--- src/rtl/hwpe_sel_ctrl.sv ---
// Sequences the shared HWPE select/enable pair: switches or disables only once the
// active HWPE is idle with no config-bus transactions in flight, and blocks the bus while settling.
module hwpe_sel_ctrl #(
  parameter  int unsigned MAX_NUM_HWPES   = 4,
  parameter  int unsigned N_HWPES         = 2,
  parameter  int unsigned MAX_OUTSTANDING = 4,
  parameter  int unsigned SETTLE_CYCLES   = 2,
  localparam int unsigned SW              = $clog2(MAX_NUM_HWPES),
  localparam int unsigned OW              = $clog2(MAX_OUTSTANDING + 1)
) (
  input  logic          clk,
  input  logic          rst_n,
  input  logic          req_valid_i,
  output logic          req_ready_o,
  input  logic [SW-1:0] req_sel_i,
  input  logic          req_en_i,
  input  logic          busy_i,
  input  logic          cfg_req_i,
  input  logic          cfg_gnt_i,
  input  logic          cfg_r_valid_i,
  output logic          cfg_block_o,
  output logic [SW-1:0] hwpe_sel_o,
  output logic          hwpe_en_o,
  output logic [OW-1:0] outstanding_o,
  output logic          err_o
);

  localparam int unsigned STW = $clog2(SETTLE_CYCLES + 1);

  typedef enum logic [2:0] {
    ST_OFF,
    ST_SETTLE,
    ST_ON,
    ST_DRAIN,
    ST_GATE
  } state_e;

  state_e          state_q;
  logic [SW-1:0]   sel_q;
  logic            en_q;
  logic            block_q;
  logic            err_q;
  logic [OW-1:0]   cnt_q, cnt_d;
  logic [STW-1:0]  settle_q;
  logic [SW-1:0]   pend_sel_q;
  logic            pend_en_q;

  logic accept, illegal, inc, dec, underflow, saturated;

  assign saturated     = (cnt_q == OW'(MAX_OUTSTANDING));
  assign cfg_block_o   = block_q | saturated;
  assign req_ready_o   = (state_q == ST_OFF) || (state_q == ST_ON);
  assign hwpe_sel_o    = sel_q;
  assign hwpe_en_o     = en_q;
  assign outstanding_o = cnt_q;
  assign err_o         = err_q;

  assign accept  = req_valid_i & req_ready_o;
  assign illegal = (32'(req_sel_i) >= 32'(N_HWPES));

  // A transfer only counts when it actually reaches the subsystem.
  assign inc       = cfg_req_i & cfg_gnt_i & ~cfg_block_o;
  assign dec       = cfg_r_valid_i;
  assign underflow = dec & ~inc & (cnt_q == '0);

  always_comb begin
    cnt_d = cnt_q;
    if (inc && !dec) begin
      cnt_d = cnt_q + OW'(1);
    end else if (dec && !inc && (cnt_q != '0)) begin
      cnt_d = cnt_q - OW'(1);
    end
  end

  always_ff @(posedge clk or negedge rst_n) begin
    if (!rst_n) begin
      state_q    <= ST_OFF;
      sel_q      <= '0;
      en_q       <= 1'b0;
      block_q    <= 1'b1;
      err_q      <= 1'b0;
      cnt_q      <= '0;
      settle_q   <= '0;
      pend_sel_q <= '0;
      pend_en_q  <= 1'b0;
    end else begin
      cnt_q <= cnt_d;
      err_q <= underflow | (accept & illegal);

      unique case (state_q)
        ST_OFF: begin
          if (accept && !illegal) begin
            sel_q <= req_sel_i;
            if (req_en_i) begin
              en_q     <= 1'b1;
              settle_q <= STW'(SETTLE_CYCLES);
              state_q  <= ST_SETTLE;
            end
          end
        end

        ST_SETTLE: begin
          if (settle_q <= STW'(1)) begin
            block_q <= 1'b0;
            state_q <= ST_ON;
          end else begin
            settle_q <= settle_q - STW'(1);
          end
        end

        ST_ON: begin
          if (accept && !illegal && !(req_en_i && (req_sel_i == sel_q))) begin
            pend_sel_q <= req_sel_i;
            pend_en_q  <= req_en_i;
            block_q    <= 1'b1;
            state_q    <= ST_DRAIN;
          end
        end

        ST_DRAIN: begin
          // Select moves together with the enable falling, never while enabled.
          if (!busy_i && (cnt_q == '0)) begin
            en_q    <= 1'b0;
            sel_q   <= pend_sel_q;
            state_q <= ST_GATE;
          end
        end

        ST_GATE: begin
          if (pend_en_q) begin
            en_q     <= 1'b1;
            settle_q <= STW'(SETTLE_CYCLES);
            state_q  <= ST_SETTLE;
          end else begin
            state_q  <= ST_OFF;
          end
        end

        default: state_q <= ST_OFF;
      endcase
    end
  end

endmodule

--- config.mk ---
export PLATFORM = sky130hd
export DESIGN_NAME = hwpe_sel_ctrl
export DESIGN_NICKNAME = d
export VERILOG_FILES = /design/src/rtl/hwpe_sel_ctrl.sv
export SDC_FILE = /design/constraint.sdc
export NUM_CORES = 1
export LEC_CHECK = 0
export ABC_AREA = 0
export BUFFER_PORTS_ARGS = -buffer_cell sky130_fd_sc_hd__buf_2
export CORE_MARGIN = 5
export CORE_UTILIZATION = 42
export CTS_BUF_LIST = sky130_fd_sc_hd__clkbuf_4 sky130_fd_sc_hd__clkbuf_8 sky130_fd_sc_hd__clkbuf_16
export DETAILED_ROUTE_END_ITERATION = 16
export REMOVE_ABC_BUFFERS = 1
export SLEW_MARGIN = 5
export SYNTH_ARGS = -nofsm -noshare
export SYNTH_HDL_FRONTEND = slang
export SYNTH_SLANG_ARGS = --single-unit
--- constraint.sdc ---
create_clock -name clk -period 4.8 [get_ports clk]
set_input_delay 0.24 -clock clk [delete_from_list [all_inputs] [get_ports clk]]
set_output_delay 0.24 -clock clk [all_outputs]
set_load 0.01 [all_outputs]
# ---- Word-level counts from Yosys, hierarchy flattened
# Index checks and enable logic that the tools add are counted.
dict set report totals {
  output_inout_bits 9
  ff_bits 16
}
dict set report op_classes {
  add_sub_neg 3
  n_mux 25
  reduce_logical 27
  bitwise 10
  eq_ne 13
  order_cmp 2
}
# cell count
set ops {}
lappend ops {{$mux W3} 7}
lappend ops {{$pmux W3 S5} 1}
lappend ops {{$reduce_and A5 Y1} 3}
lappend ops {{$mux W2} 6}
lappend ops {{$ne A2 B2 Y1 const B} 5}
lappend ops {{$reduce_bool A3 Y1} 3}
lappend ops {{$logic_and A1 B1 Y1} 7}
lappend ops {{$mux W1} 7}
lappend ops {{$and A1 B1 Y1} 6}
lappend ops {{$eq A3 B2 Y1 const B} 2}
lappend ops {{$eq A3 B3 Y1 const B} 2}
lappend ops {{$logic_not A3 Y1} 2}
lappend ops {{$pmux W2 S3} 1}
lappend ops {{$reduce_and A3 Y1} 2}
lappend ops {{$reduce_bool A2 Y1} 3}
lappend ops {{$logic_not A1 Y1} 5}
lappend ops {{$ne A2 B1 Y1 const B} 2}
lappend ops {{$pmux W2 S2} 1}
lappend ops {{$add A3 B1 Y3 const B} 1}
lappend ops {{$eq A3 B1 Y1 const B} 1}
lappend ops {{$pmux W1 S3} 1}
lappend ops {{$sub A3 B1 Y3 const B} 1}
lappend ops {{$eq A2 B2 Y1} 1}
lappend ops {{$ge A2 B2 Y1 const B} 1}
lappend ops {{other kinds (7)} 9}

# ---- Logic depth before layout (Yosys ltp)
# Gate-level depths: netlist of run 1.
dict set report depth {
  word_depth 9
  ltp_mapped 6
  depth_no_buf 6
}

# ---- Least setup slack after synthesis of run 1
# OpenSTA, ideal clock, no wires.
dict set report synth_timing {
  kind {register to register}
  from {register cnt_q[2] (netlist: outstanding_o[2])}
  to {register cnt_q[2] (netlist: outstanding_o[2])}
  arrival_time_ns 1.764
  path_stages_with_launch 6
  path_slack_ns 2.910
  required_ns 4.674
  path_buffers 0
  path_cell_list {dfrtp_1 nor3b_1 or3_1 fa_1 mux2_2 xnor2_1}
}
dict set report synth_between {
  elab_chain_len 8
  word_cells_on_any_way 14
  classes_between {2 x add/sub; 1 x eq/ne; 2 x mux; 3 x bitwise; 6 x reduce/logical}
}
# element line_no
set synth_rtl {}
lappend synth_rtl {{start, declared} 43} ;# logic [OW-1:0] cnt_q, cnt_d;
lappend synth_rtl {{start signal, assigned} 87} ;# cnt_q <= cnt_d;
lappend synth_rtl {{$eq A3 B3 Y1} 50} ;# assign saturated = (cnt_q == OW'(MAX_OUTSTANDING));
lappend synth_rtl {{$or A1 B1 Y1} 51} ;# assign cfg_block_o = block_q | saturated;
lappend synth_rtl {{$not A1 Y1} 62} ;# assign inc = cfg_req_i & cfg_gnt_i & ~cfg_block_o;
lappend synth_rtl {{$and A1 B1 Y1} 62}
lappend synth_rtl {{$logic_not A1 Y1} 70} ;# end else if (dec && !inc && (cnt_q != '0)) begin
lappend synth_rtl {{$logic_and A1 B1 Y1 (2 in series)} 70}
lappend synth_rtl {{$reduce_bool A2 Y1 (no line)} n/a}
# Parallel ways exist; a longest one is shown, timed or not. The select of a mux whose other input is x is not followed.
# A chain may end at the register's enable or synchronous reset.

# ---- Worst setup path in the final report of run 1
# Ends and elaborated chain as after synthesis.

==> results of run 1 <==
[per-layer routing]
| metal | vias to the layer above | share of wire |
|---|---|---|
| li1 | 338 | - |
| met3 | 2 | 0.032 |
| met2 | 13 | 0.46 |
| met4 | 0 | 0.0047 |
| met1 | 311 | 0.50 |
| met5 | - | 0 |
[worst min-delay path by stage]
stage | from | endpoint | slack (ns)
3_5_place_dp | rst_n | hwpe_en_o | 0.18
5_1_grt | busy_i | state_q[2] | 0.16
6_report | busy_i | state_q[2] | 0.17
3_3_place_gp | rst_n | state_q[0] | 0.18
2_1_floorplan | rst_n | err_o | -0.06
4_1_cts | busy_i | state_q[2] | 0.16
[kinds of logic after synthesis]
group	count (synthesis)	share of synthesized area
buffers and inverters	8	0.03714
multiplexers	6	0.07286
XOR/XNOR	2	0.02000
adder cells (fa/ha/maj)	2	0.03714
AO/OA/AOI/OAI	15	0.1357
AND/OR/NAND/NOR	33	0.2386
flip-flops	16	0.4586
[cells in the final DEF (no fill, tap or decap), types with 2 or more instances in the layout]
master / n
o21ai_0: 3
nand2b_1: 4
nand3b_1: 3
xnor2_1: 2
mux2_2: 3
mux2i_1: 3
nor3_1: 2
a22o_1: 2
nor3b_1: 2
nand2_1: 4
inv_1: 5
and2_1: 2
clkbuf_4: 4
nor2_1: 7
buf_2: 18
dfrtp_1: 15
[Yosys cell counts]
cell | count | area (µm²)
dfrtp_1 | 15 | 375.4
nor2_1 | 7 | 26.28
inv_1 | 5 | 18.77
nand2_1 | 4 | 15.01
nand2b_1 | 4 | 25.02
mux2_2 | 3 | 33.78
mux2i_1 | 3 | 30.03
nand3b_1 | 3 | 22.52
o21ai_0 | 3 | 15.01
a22o_1 | 2 | 17.52
and2_1 | 2 | 12.51
buf_2 | 2 | 10.01
nor3_1 | 2 | 10.01
nor3b_1 | 2 | 15.01
xnor2_1 | 2 | 17.52
a211oi_1 | 1 | 7.510
a21oi_1 | 1 | 5.000
a221oi_1 | 1 | 8.760
a221oi_2 | 1 | 15.01
a22oi_1 | 1 | 7.510
clkbuf_1 | 1 | 3.750
dfstp_2 | 1 | 26.28
fa_1 | 1 | 20.02
ha_1 | 1 | 12.51
nand3_1 | 1 | 5.000
nand4b_1 | 1 | 8.760
nor2b_1 | 1 | 6.260
nor4_1 | 1 | 6.260
nor4b_1 | 1 | 8.760
nor4b_4 | 1 | 23.77
o2111ai_1 | 1 | 8.760
o211ai_1 | 1 | 7.510
o2bb2ai_1 | 1 | 8.760
o311ai_0 | 1 | 8.760
o32ai_1 | 1 | 8.760
or2_2 | 1 | 6.260
or3_1 | 1 | 6.260
or3_4 | 1 | 11.26
[metrics by stage]
stage | cell area, µm² | instances
CTS | 1026 | 129
floorplan | 862.1 | 79
global placement | 985.9 | 124
global route | 1026 | 129
detailed placement | 985.9 | 124
finish | 1026 | 129
[state kept, by name, summed over array words and instances, names as in the netlist]
name / count
settle_q: 2
outstanding_o: 3
pend_sel_q: 2
hwpe_en_o: 1
err_o: 1
block_q: 1
hwpe_sel_o: 2
state_q: 3
pend_en_q: 1
[timing repair]
action	in CTS	in global routing
hold buffers	1	0
resized for setup	0	0
endpoints found under the hold margin	15	0
[worst max-delay path, stage by stage (launching register included)]
cell and delay (ns):
dfrtp_1 0.42, nor3b_1 0.18, or3_1 0.43, fa_1 0.40, mux2_2 0.29, xnor2_1 0.12
[final cells by class]
| cell class | instances | share of cell area |
|---|---|---|
| Tap cell | 27 | 0.03293 |
| Clock buffer | 4 | 0.02927 |
| Multi-Input combinational cell | 58 | 0.4305 |
| Inverter | 5 | 0.01829 |
| Timing Repair Buffer | 19 | 0.09756 |
| Sequential cell | 16 | 0.3915 |
[power breakdown]
group          total, mW  internal, mW  leakage [nW]  switching (mW)
combinational      0.231         0.119         0.258           0.112
clock             0.0794        0.0379        0.0184          0.0415
sequential         0.248         0.186         0.190          0.0619
total              0.559         0.343         0.466           0.215
==> impl_metrics.ini, run 1 <==
[worst_setup_path]
r2r_setup_slack_ns = 2.86
worstPathRequired_ns = 4.97
endpoint_kind = flip-flop
rr_endpoint = outstanding_o[2]
timing.rr.start = outstanding_o[2]
cp-start-kind = flip-flop
path_max_fanout = 4
crit_end = outstanding_o[2]
crit_arrival_ns = 2.12
critPathLaunch = outstanding_o[2]
reg2reg_depth = 5
crit_type = flip-flop to flip-flop

[clock_tree]
htree_levels = 1
cts-root-buf = clkbuf_4
clock_path_buffers = 2
cts_num_sinks = 16
cts_setup_buffers = 0
clock_latency_ns = 0.28
clk_pin_slew_worst_paths_ns = 0.09
cts_tree = done
cts_made_buffers = 3

[timing]
fin_crit_ns = 1.944
setup_tns_ns = 0
slew_headroom = 0.5891
min_period_over_period = 0.4050
worst_slew_pin_slew_ns = 0.6108
finalSetupViolCount = 0
holdWs_ns = 0.1737
skew_ns = 0.006239
hold_viol = 0
rsz0062_at_grt = no
post-route-worst-setup-slack_ns = 2.856
drv_slew = 0
timing.fmax_ghz = 0.5144

[global_route]
grt_pass1_vias = 683
use_met2 = 0.1959
grt_antenna_before_repair = 0
use_met1 = 0.1593
grt_pass1_wl_um = 3070
busiest_layer = met2
grt_use_met3 = 0.03016
grt-ovfl-total = 0
grtUsageTotal = 0.1237
grt_max_degree = 17

[finish]
utilization = 0.5177
syn_to_final_growth_pct = 17.14
final_nets = 115
regArea_um2 = 401.6
diodes = 0
multi_input_area_um2 = 441.7
fill_cells = 188
drive_above_1_share = 0.2941

[routing]
drtIter0Drc = 4
vias_per_cell = 5.147
drc = 0
route.vias.total = 664
ant_nets = 0
wl_um = 1702
firstDrtPassIters = 4
wire_per_inst_um = 13.19

[logic_synthesis]
ys_ff_latch = 16
synthCells = 82
yosysWarningCount = 0
seq_area_frac_synth = 0.4586
syn-cell-area_um2 = 875.8
synth_cell_type_count = 38
avgSynthCellArea_um2 = 10.68

[die]
row_count = 16
die_area_um2 = 3099
die_y_um = 55.67
coreArea_um2 = 1982
io_pins = 19
start_util = 0.4419
die_width_um = 55.67

[power]
powerDensity_nw_per_um2 = 544.5
peakVddDrop_mv = 0.3034
p_leak_nw = 0.4659
total_power_mw = 0.5586

[placed_design]
post-place-ws_ns = 2.881
gp_congestion = 0.7281
place_hpwl_um = 1308
numPortBuffers = 18

[run]
cap_viol_max_count = 0

[worst_hold_path]
holdPathStages = 2
hold_class = input pin to flip-flop

[run_status]
status = finished, final reports clean
(Power assumes the default switching activity.)
==> run 2: changes to the inputs <==
clock period = 2 ns   (was 4.8 ns; I/O delays follow)
==> impl_metrics.ini, run 2 (synthesized netlist as in run 1, its figures left out) <==
[placed_design]
place_hpwl_um = 1343
numPortBuffers = 18
place_inst = 124
dpl-instance-area_um2 = 985.9
gp_congestion = 0.7398

[global_route]
grt_antenna_before_repair = 0
grt-ovfl-total = 0
grtUsageTotal = 0.1229
grt_max_degree = 17
grt_pass1_vias = 691
grt_pass1_wl_um = 3077

[timing]
rsz0062_at_grt = no
skew_ns = 0.007423
min_period_over_period = 0.9475
hold_viol = 0
finalSetupViolCount = 0
setup_tns_ns = 0
timing.fmax_ghz = 0.5277
drv_slew = 0
fin_crit_ns = 1.895
slew_headroom = 0.5877
worst_slew_pin_slew_ns = 0.6128

[die]
coreArea_um2 = 1982
die_y_um = 55.67
die_area_um2 = 3099
io_pins = 19
row_count = 16
die_width_um = 55.67
start_util = 0.4419

[clock_tree]
clock_path_buffers = 2
cts_setup_buffers = 0
htree_levels = 1
cts_num_sinks = 16
clk_pin_slew_worst_paths_ns = 0.10
cts_tree = done
cts-root-buf = clkbuf_4
clock_latency_ns = 0.29
cts_made_buffers = 3

[finish]
fill_cells = 179
layout_commonest_cell = buf_2
regArea_um2 = 401.6
multi_input_area_um2 = 446.7
final_nets = 115
fin_cells = 129
final_cell_mix = 18 x buf_2, 15 x dfrtp_1, 7 x nor2_1
drive_above_1_share = 0.3039
diodes = 0
syn_to_final_growth_pct = 18.43
final_cell_area_um2 = 1037

[run_status]
status = finished, final reports clean

[run]
cap_viol_max_count = 0

[worst_setup_path]
path_max_fanout = 4
worstPathRequired_ns = 2.18
crit_arrival_ns = 2.08
crit_type = flip-flop to flip-flop
cp-start-kind = flip-flop
endpoint_kind = flip-flop

[routing]
route.vias.total = 692
drtIter0Drc = 15
ant_nets = 0
firstDrtPassIters = 4
drc = 0
wl_um = 1796
wire_per_inst_um = 13.92
vias_per_cell = 5.364

[power]
p_leak_nw = 0.4706
powerDensity_nw_per_um2 = 1329
peakVddDrop_mv = 0.6013

[worst_hold_path]
hold_class = input pin to flip-flop
-- run 2: cell types whose count changed in the layout (fill, tap and decap cells not counted) --
cell | before | now
clkbuf_4 | 4 | 3
clkbuf_8 | 0 | 1
or3_1 | 1 | 0
or3_4 | 1 | 2
-- run 2: critical path, cell delays in order (launching register included) --
cell and delay [ns]:
dfrtp_1 0.43, nor3b_1 0.19, or3_4 0.40, fa_1 0.37
mux2_2 0.29, xnor2_1 0.12
-- run 2: worst paths after layout --
| kind | slack, ns | startpoint | cells past startpoint | end |
|---|---|---|---|---|
| worst min register to register | 0.48 | block_q | 2 | block_q |
| worst max register to register | 0.11 | outstanding_o[2] | 5 | outstanding_o[2] |
| min in group asynchronous | 0.24 | rst_n | 2 | hwpe_en_o |
| max in group asynchronous | 1.45 | rst_n | 2 | block_q |
| worst min-delay path | 0.03 | busy_i | 2 | state_q[2] |
| worst max-delay path | 0.11 | outstanding_o[2] | 5 | outstanding_o[2] |
-- run 2: report_power, final --
group / leakage [nW] / internal (mW) / switching, mW
Combinational: 0.260 / 0.287 / 0.274
Sequential: 0.190 / 0.447 / 0.151
Clock: 0.0210 / 0.111 / 0.109
Total: 0.471 / 0.845 / 0.534
-- run 2: final cells by class --
| class | count | share of cell area |
|---|---|---|
| Multi-Input combinational cell | 58 | 0.4306 |
| Clock buffer | 4 | 0.03498 |
| Sequential cell | 16 | 0.3872 |
| Timing Repair Buffer | 19 | 0.09650 |
| Inverter | 5 | 0.01809 |
| Tap cell | 27 | 0.03257 |
-- run 2: stage by stage --
step	utilization	setup WS (ns)	hold slack, ns	power, mW
2_1_floorplan	-	0.1098	-0.1956	0.9820
3_3_place_gp	0.4975	0.1290	0.03489	1.153
3_5_place_dp	0.4975	0.09283	0.03976	1.165
4_1_cts	0.5208	0.07540	0.02640	1.390
5_1_grt	0.5234	0.01609	0.03410	1.478
6_report	0.5234	0.1050	0.02747	1.379
-- run 2: timing repair --
item / 4_1_cts / 5_1_grt
endpoints found under the setup margin: 0 / 1
hold buffers: 1 / 0
gates resized for setup: 0 / 1
endpoints found under the hold margin: 15 / 0
-- run 2: layer usage --
metal  up-vias  part of all wire  track usage
met5         -                 0            0
met4         0             0.017      0.06250
met3         4             0.041      0.02784
met2        13              0.46       0.1959
met1       337              0.49       0.1543
li1        338                 -            -
